## src/rtl/alu_writeback_stage.sv

```systemverilog
// alu_writeback_stage
// Captures ALU results into a 2-entry skid buffer and retires them in order
// to the register-file write port. It also keeps the architectural NZCV
// flags and evaluates branch conditions against those flags.
// Only retired entries ever touch the flags. Buffered entries are invisible
// to the branch unit until they retire.
module alu_writeback_stage #(
    parameter int DATA_W = 16,
    parameter int RD_W   = 3,
    parameter int CNT_W  = 16
) (
    input  logic              clk,
    input  logic              rst_n,
    input  logic              in_valid,
    output logic              in_ready,
    input  logic [DATA_W-1:0] in_result,
    input  logic              in_zero,
    input  logic              in_overflow,
    input  logic              in_carry,
    input  logic [RD_W-1:0]   in_rd,
    input  logic              in_wr_en,
    input  logic              in_flag_en,
    input  logic              out_ready,
    output logic              wb_valid,
    output logic              wb_we,
    output logic [RD_W-1:0]   wb_rd,
    output logic [DATA_W-1:0] wb_data,
    output logic [3:0]        flags,
    input  logic [2:0]        cond_sel,
    output logic              cond_true,
    output logic [CNT_W-1:0]  retire_cnt
);

    typedef struct packed {
        logic [DATA_W-1:0] result;
        logic              zero;
        logic              overflow;
        logic              carry;
        logic [RD_W-1:0]   rd;
        logic              wr_en;
        logic              flag_en;
    } entry_t;

    typedef enum logic [1:0] {
        EMPTY = 2'd0,
        ONE   = 2'd1,
        FULL  = 2'd2
    } state_t;

    state_t             state_reg, state_next;
    entry_t             slot_reg  [2];
    entry_t             slot_next [2];
    entry_t             incoming;
    entry_t             head;
    logic               wr_idx;
    logic               in_ready_reg;
    logic [3:0]         flags_reg, flags_next;
    logic [CNT_W-1:0]   retire_cnt_reg;
    logic               accept;
    logic               retire;

    // Handshake terms. Slot 0 is always the head.
    assign head     = slot_reg[0];
    assign wb_valid = (state_reg != EMPTY);
    assign accept   = in_valid & in_ready_reg;
    assign retire   = wb_valid & out_ready;

    assign in_ready   = in_ready_reg;
    assign wb_we      = retire & head.wr_en;
    assign wb_rd      = head.rd;
    assign wb_data    = head.result;
    assign flags      = flags_reg;
    assign retire_cnt = retire_cnt_reg;

    // Pack the ALU outputs into a buffer entry.
    always_comb begin
        incoming          = '0;
        incoming.result   = in_result;
        incoming.zero     = in_zero;
        incoming.overflow = in_overflow;
        incoming.carry    = in_carry;
        incoming.rd       = in_rd;
        incoming.wr_en    = in_wr_en;
        incoming.flag_en  = in_flag_en;
    end

    // Occupancy FSM next-state logic.
    always_comb begin
        state_next = state_reg;
        case (state_reg)
            EMPTY: begin
                if (accept) state_next = ONE;
            end
            ONE: begin
                if (accept && !retire)      state_next = FULL;
                else if (!accept && retire) state_next = EMPTY;
            end
            FULL: begin
                if (retire) state_next = ONE;
            end
            default: state_next = EMPTY;
        endcase
    end

    // Slot update. A retire shifts the second entry into the head and
    // clears the vacated slot, so the empty outputs read as zero. An
    // accepted entry then lands in the first free slot after that shift.
    always_comb begin
        slot_next[0] = slot_reg[0];
        slot_next[1] = slot_reg[1];
        wr_idx       = 1'b0;
        if (retire) begin
            slot_next[0] = slot_reg[1];
            slot_next[1] = '0;
        end
        if (state_reg == ONE && !retire) begin
            wr_idx = 1'b1;
        end
        if (accept) begin
            if (wr_idx) slot_next[1] = incoming;
            else        slot_next[0] = incoming;
        end
    end

    // The flags change only when an entry that carries flag_en retires.
    always_comb begin
        flags_next = flags_reg;
        if (retire && head.flag_en) begin
            flags_next = {head.result[DATA_W-1], head.zero, head.carry, head.overflow};
        end
    end

    // Branch condition evaluated on the architectural flags {N,Z,C,V}.
    always_comb begin
        cond_true = 1'b1;
        case (cond_sel)
            3'd0: cond_true = 1'b1;
            3'd1: cond_true = flags_reg[2];
            3'd2: cond_true = ~flags_reg[2];
            3'd3: cond_true = flags_reg[1];
            3'd4: cond_true = ~flags_reg[1];
            3'd5: cond_true = flags_reg[3];
            3'd6: cond_true = flags_reg[0];
            3'd7: cond_true = flags_reg[3] ~^ flags_reg[0];
            default: cond_true = 1'b1;
        endcase
    end

    // State, storage, flags and the counter. Reset drops everything in flight.
    // in_ready is registered from the next occupancy.
    always_ff @(posedge clk or negedge rst_n) begin
        if (!rst_n) begin
            state_reg      <= EMPTY;
            slot_reg[0]    <= '0;
            slot_reg[1]    <= '0;
            in_ready_reg   <= 1'b0;
            flags_reg      <= 4'b0000;
            retire_cnt_reg <= '0;
        end else begin
            state_reg    <= state_next;
            slot_reg[0]  <= slot_next[0];
            slot_reg[1]  <= slot_next[1];
            in_ready_reg <= (state_next != FULL);
            flags_reg    <= flags_next;
            if (retire) begin
                retire_cnt_reg <= retire_cnt_reg + CNT_W'(1);
            end
        end
    end

endmodule
```

## config.mk

```make
export PLATFORM = sky130hd
export DESIGN_NAME = alu_writeback_stage
export DESIGN_NICKNAME = d
export VERILOG_FILES = /design/src/rtl/alu_writeback_stage.sv
export SDC_FILE = /design/constraint.sdc
export NUM_CORES = 1
export LEC_CHECK = 0
export CAP_MARGIN = 20
export CELL_PAD_IN_SITES_DETAIL_PLACEMENT = 2
export CELL_PAD_IN_SITES_GLOBAL_PLACEMENT = 2
export CORE_MARGIN = 8
export CORE_UTILIZATION = 32
export CTS_CLUSTER_DIAMETER = 120
export DETAILED_ROUTE_END_ITERATION = 8
export PLACE_DENSITY_LB_ADDON = 0.1
export SLEW_MARGIN = 25
export SYNTH_ARGS = -nofsm -noshare
export SYNTH_HDL_FRONTEND = slang
export SYNTH_SLANG_ARGS = --single-unit
```

## constraint.sdc

```tcl
create_clock -name clk -period 2 [get_ports clk]
set_input_delay 0.4 -clock clk [delete_from_list [all_inputs] [get_ports clk]]
set_output_delay 0.4 -clock clk [all_outputs]
set_load 0.01 [all_outputs]
```

* After elaboration in Yosys (flattened, before gate mapping)
Cells that the tools add are included.
Storage, ports and cells: output and inout bits 43, input port bits 31, register bits 71
Cells by class: reductions and logical operators 9, add/sub/neg operators 1, multiplexer cells 11, equal/unequal tests 10, bitwise logic cells 6
Operators by type and width (count):
- $mux W48 | 2
- $mux W24 | 2
- $add A16 B1 Y16 const B | 1
- $eq A3 B3 Y1 const B | 4
- $mux W2 | 4
- $pmux W1 S8 | 1
- $eq A3 B2 Y1 const B | 2
- $pmux W2 S3 | 1
- $logic_and A1 B1 Y1 | 4
- $and A1 B1 Y1 | 3
- $eq A3 B1 Y1 const B | 1
- $logic_not A3 Y1 | 1
- $eq A2 B1 Y1 const B | 1
- $eq A2 B2 Y1 const B | 1
- $logic_not A1 Y1 | 2
- $logic_not A2 Y1 | 1
- $ne A2 B2 Y1 const B | 1
- $not A1 Y1 | 2
- $reduce_bool A2 Y1 | 1
- $mux W1 | 1
- $xnor A1 B1 Y1 | 1

* Logic depth before layout (Yosys ltp)
depth in word-level cells 7, gate-level depth with buffers 7, gate-level depth less buffers 5

* Worst setup path after synthesis
OpenSTA, ideal clock, no wires.
path type register to register, start reg state_reg[1], end reg flags_reg[0] (netlist: flags[0]), setup slack 0.525 ns, period minus slack after synthesis 1.475 ns, data required time 1.875 ns, arrival 1.351 ns, cell stages (with the launch flop) 6, path through dfrtp_1 -> buf_6 -> or2_4 -> and2_4 -> nand2_2 -> mux2_2
On the way: longest elaborated chain between the ends 3
Ends and longest elaborated chain:
- start, declared | line 50 | state_t state_reg, state_next;
- start signal, assigned | line 160 | state_reg <= state_next;
- $reduce_bool A2 Y1 | line 64 | assign wb_valid = (state_reg != EMPTY);
- via wb_valid | line 24 | output logic wb_valid,
- $and A1 B1 Y1 | line 66 | assign retire = wb_valid & out_ready;
- $logic_and A1 B1 Y1 | line 128 | if (retire && head.flag_en) begin
- end signal, assigned | line 164 | flags_reg <= flags_next;
- end, declared | line 57 | logic [3:0] flags_reg, flags_next;
The timed path passes the listed nets, and every way through them passes these cells. A chain may end at the register's enable or synchronous reset.

* Worst setup path in the final report
start reg state_reg[1], end out wb_valid
On the way: longest elaborated chain between the ends 1
Ends and longest elaborated chain (line):
- $reduce_bool A2 Y1 | 64
- end, declared | 24
No other way between the ends.

==> results.md <==
* Placement Setup Slack at -0.425 ns
* Critical Path Source Type: flip-flop
* Setup repair after global routing missed its margin: no
* Register share of total power at 0.415
* Worst reg2reg path depth at 6
* Clock latency at the later pin of the worst-skew pair at 0.35 ns
* Sequential fraction of the synthesis area at 0.517
* Number of placed instances, taps included at 518
* Worst clock skew at 0.00701 ns
* Startpoint of the tightest hold check path: retire_cnt[15]$_DFFE_PN0P_
* Count of pins over their slew limit at 0
* Critical Path RT at 1.60 ns
* Arrival time at the worst endpoint at 1.51 ns
* Max clock buf depth at 2
* Category of the critical setup timing path: reg2out
* Top cells by area, synth: dfrtp_1, nand2_1, mux2i_1
* Total wire length after detailed routing at 8610 um
* Hold violation count in the final report at 0
* Layout cell share with drive strength beyond 1 at 0.172
* Final RePlAce weighted congestion at 0.707
* Net switching fraction of the power at 0.334
* End point of the most critical hold path: retire_cnt[15]$_DFFE_PN0P_
* Int Power at 3.54 mW
* Status: completed
* TritonCTS buffer count at 9
* Number of storage elements in the synthesis netlist at 71
* DRC violation count after routing at 0
* Warning count from the yosys run at 0
* Post-Synthesis Mean Instance Area at 10.6 sq um
* Buffers added on ports at 73
* Setup violations, final at 0
* Flip-flop count of the largest register, all copies and words added at 24
* Via density per instance at 4.75
* GRT Max-Usage Layer: met2
* Hold path depth at 1
* Final clock period utilization by the worst path at 0.953
* Met2 Track Usage GR at 0.222
* Maximum achievable frequency at 0.525 GHz
* CTS root buf: clkbuf_8
* Diode insertion count for antenna repair at 0
* Syn nets at 356
* Top cells by count, synth: nand2_1, dfrtp_1, mux2i_1
* Pin count of the biggest net entering global routing at 36
* HPWL after detailed placement at 6340 um
* Top-Level Pins at 74
* Final layout net count at 423
* Placeable core region at 10700 sq um
* Setup slack, reg-to-reg at 0.46 ns
* Wire length of the first global-routing pass at 14700 um
* Die H at 120 um
* Highest ir drop seen on vdd at 0.435 mV
* Clock-pin slew reported for the worst setup and hold paths after clock tree synthesis at 0.07 ns
* Leakage power summed over all cells at 2.05 nW
* Number of cells produced by synthesis at 324
* Number of sinks handled by clock tree synthesis at 71
* Critical-path maximum fanout at 4
* Number of rows created at floorplan at 38
* Slew at the pin closest to its max-slew limit at 0.461 ns
* Async set or reset register ratio after synthesis at 1.00
* Number of H-tree levels at 3
* Total of fill cells in the finished design at 1172
* Clock network power share at 0.216
* Count of routing violations after the opening detailed-route iteration at 48
* TritonCTS clock tree: done
* Post-DR wirelength/cell at 16.1 um
* Total gr overflow at 0
* Main synth FF type: dfrtp_1
* Yosys cell types at 43
* Type of the worst min-delay path: reg2reg
* Power Density at 1190 nW/um^2
* Number of global-route vias before repair at 2952
* Fraction of met1 tracks used by global routing at 0.144
* Router iterations before antenna repair at 4
* Initial core utilization at 0.323
* Post-route worst setup slack at 0.0947 ns
* Top-area cell type share of the netlist area at 0.517
* Area added between synthesis and finish at 29.7%
* Worst flop-to-flop path startpoint: retire_cnt[0]$_DFFE_PN0P_
* Worst slew slack as a fraction of its limit at 0.693
* Fin Setup TNS at 0 ns
* Max-cap viol count at 0
* Via count at 2546
* Number of cells in the finished layout apart from fillers at 536
* Min Hold Slack at 0.478 ns
* Critical path endpoint category: output pin
* Die footprint at 14300 sq um
* Die Width at 120 um
* Post-synth EDFFs at 0
* Switching power total at 1.78 mW
* Initial antenna violation count at 0
* Cell Area, Synth at 3440 sq um
* Most numerous cell in the Yosys netlist: nand2_1
* Reg-to-reg critical path endpoint: retire_cnt[10]$_DFFE_PN0P_
* Combinational Power Share at 0.369
* Antenna viol nets, final at 0
* Met3 usage at 0.0409
* Gr usage total at 0.128
* Design Power at 5.31 mW
* Clock period minus final worst setup slack at 1.91 ns
* Biggest area consumer among synthesized cells: dfrtp_1
## area by class of cell
class                   instances  area, sq um  area share
clock inverters                 4         45.0      0.0101
clock buffers                  12          145      0.0326
well taps                     140          175      0.0393
inverters                       4         15.0     0.00337
flip-flops and latches         71         1780       0.399
repair buffers                 92          940       0.211
multi-input cells             213         1360       0.305
## cell usage in the layout (no fill, tap or decap), types with 2 or more instances in the layout
cell,instances
nand2_1,81
nand4_1,3
mux2_2,4
xnor2_1,11
nor2_1,2
clkdlybuf4s50_1,68
xor2_1,4
dlygate4sd2_1,3
a21oi_1,3
o21ai_1,5
nand3_1,3
mux2i_1,25
o21ai_2,20
nor3_1,2
dfrtp_1,71
and3_1,4
buf_12,6
clkbuf_1,2
clkinv_2,3
o21ai_0,23
clkbuf_8,10
inv_1,4
buf_4,13
nand2b_1,2
## power by group through the flow
stage / clock network (mW) / registers [mW] / logic, mW
after detailed placement: 0 / 2.24 / 2.00
after CTS: 1.20 / 2.22 / 2.01
after global routing: 1.26 / 2.27 / 2.16
after global placement: 0 / 2.22 / 1.93
after floorplan: 0 / 2.19 / 1.25
final: 1.15 / 2.20 / 1.96
## worst max path at each step
stage	from	to	slack, ns	cells after the start
6_report	state_reg[1]$_DFF_PN0_	wb_valid	0.09	2
5_1_grt	state_reg[1]$_DFF_PN0_	wb_valid	0.03	2
4_1_cts	flags[3]$_DFFE_PN0P_	cond_true	0.03	5
3_5_place_dp	cond_sel[0]	cond_true	-0.43	5
3_3_place_gp	cond_sel[0]	cond_true	-0.35	6
2_1_floorplan	state_reg[1]$_DFF_PN0_	flags[0]$_DFFE_PN0P_	0.52	5
## cell families (layout without fill, tap and decap cells)
group / after synthesis / count (layout) / share of synthesized area
multiplexers: 29 / 29 / 0.0859
flip-flops: 71 / 71 / 0.517
buffers and inverters: 40 / 112 / 0.0917
XOR/XNOR: 15 / 15 / 0.0382
AO/OA/AOI/OAI: 58 / 58 / 0.117
AND/OR/NAND/NOR: 110 / 110 / 0.147
adder cells (fa/ha/maj): 1 / 1 / 0.00364
## layer usage
metal / vias to the layer above / part of all wire
li1: 1205 / -
met1: 1285 / 0.43
met2: 47 / 0.51
met3: 9 / 0.048
met4: 0 / 0.012
met5: - / 0
## through the flow
step / area (sq um) / utilization
2_1_floorplan: 3440 / -
3_3_place_gp: 4250 / 0.399
3_5_place_dp: 4250 / 0.399
4_1_cts: 4450 / 0.418
5_1_grt: 4460 / 0.419
6_report: 4460 / 0.419
## worst max-delay path: stages, from the launching register on
cell	delay (ns)
dfrtp_1	0.38
or2_4	0.28
clkdlybuf4s50_1	0.50
## timing repair
| action | 4_1_cts | 5_1_grt |
|---|---|---|
| endpoints found under the setup margin | 2 | 1 |
| resized for setup | 6 | 2 |
| endpoints found under the hold margin | 3 | 0 |
| hold buffers | 1 | 0 |
| pin swaps | 0 | 2 |
| buffers inserted | 0 | 1 |
Power figures use the tool's default switching activity.
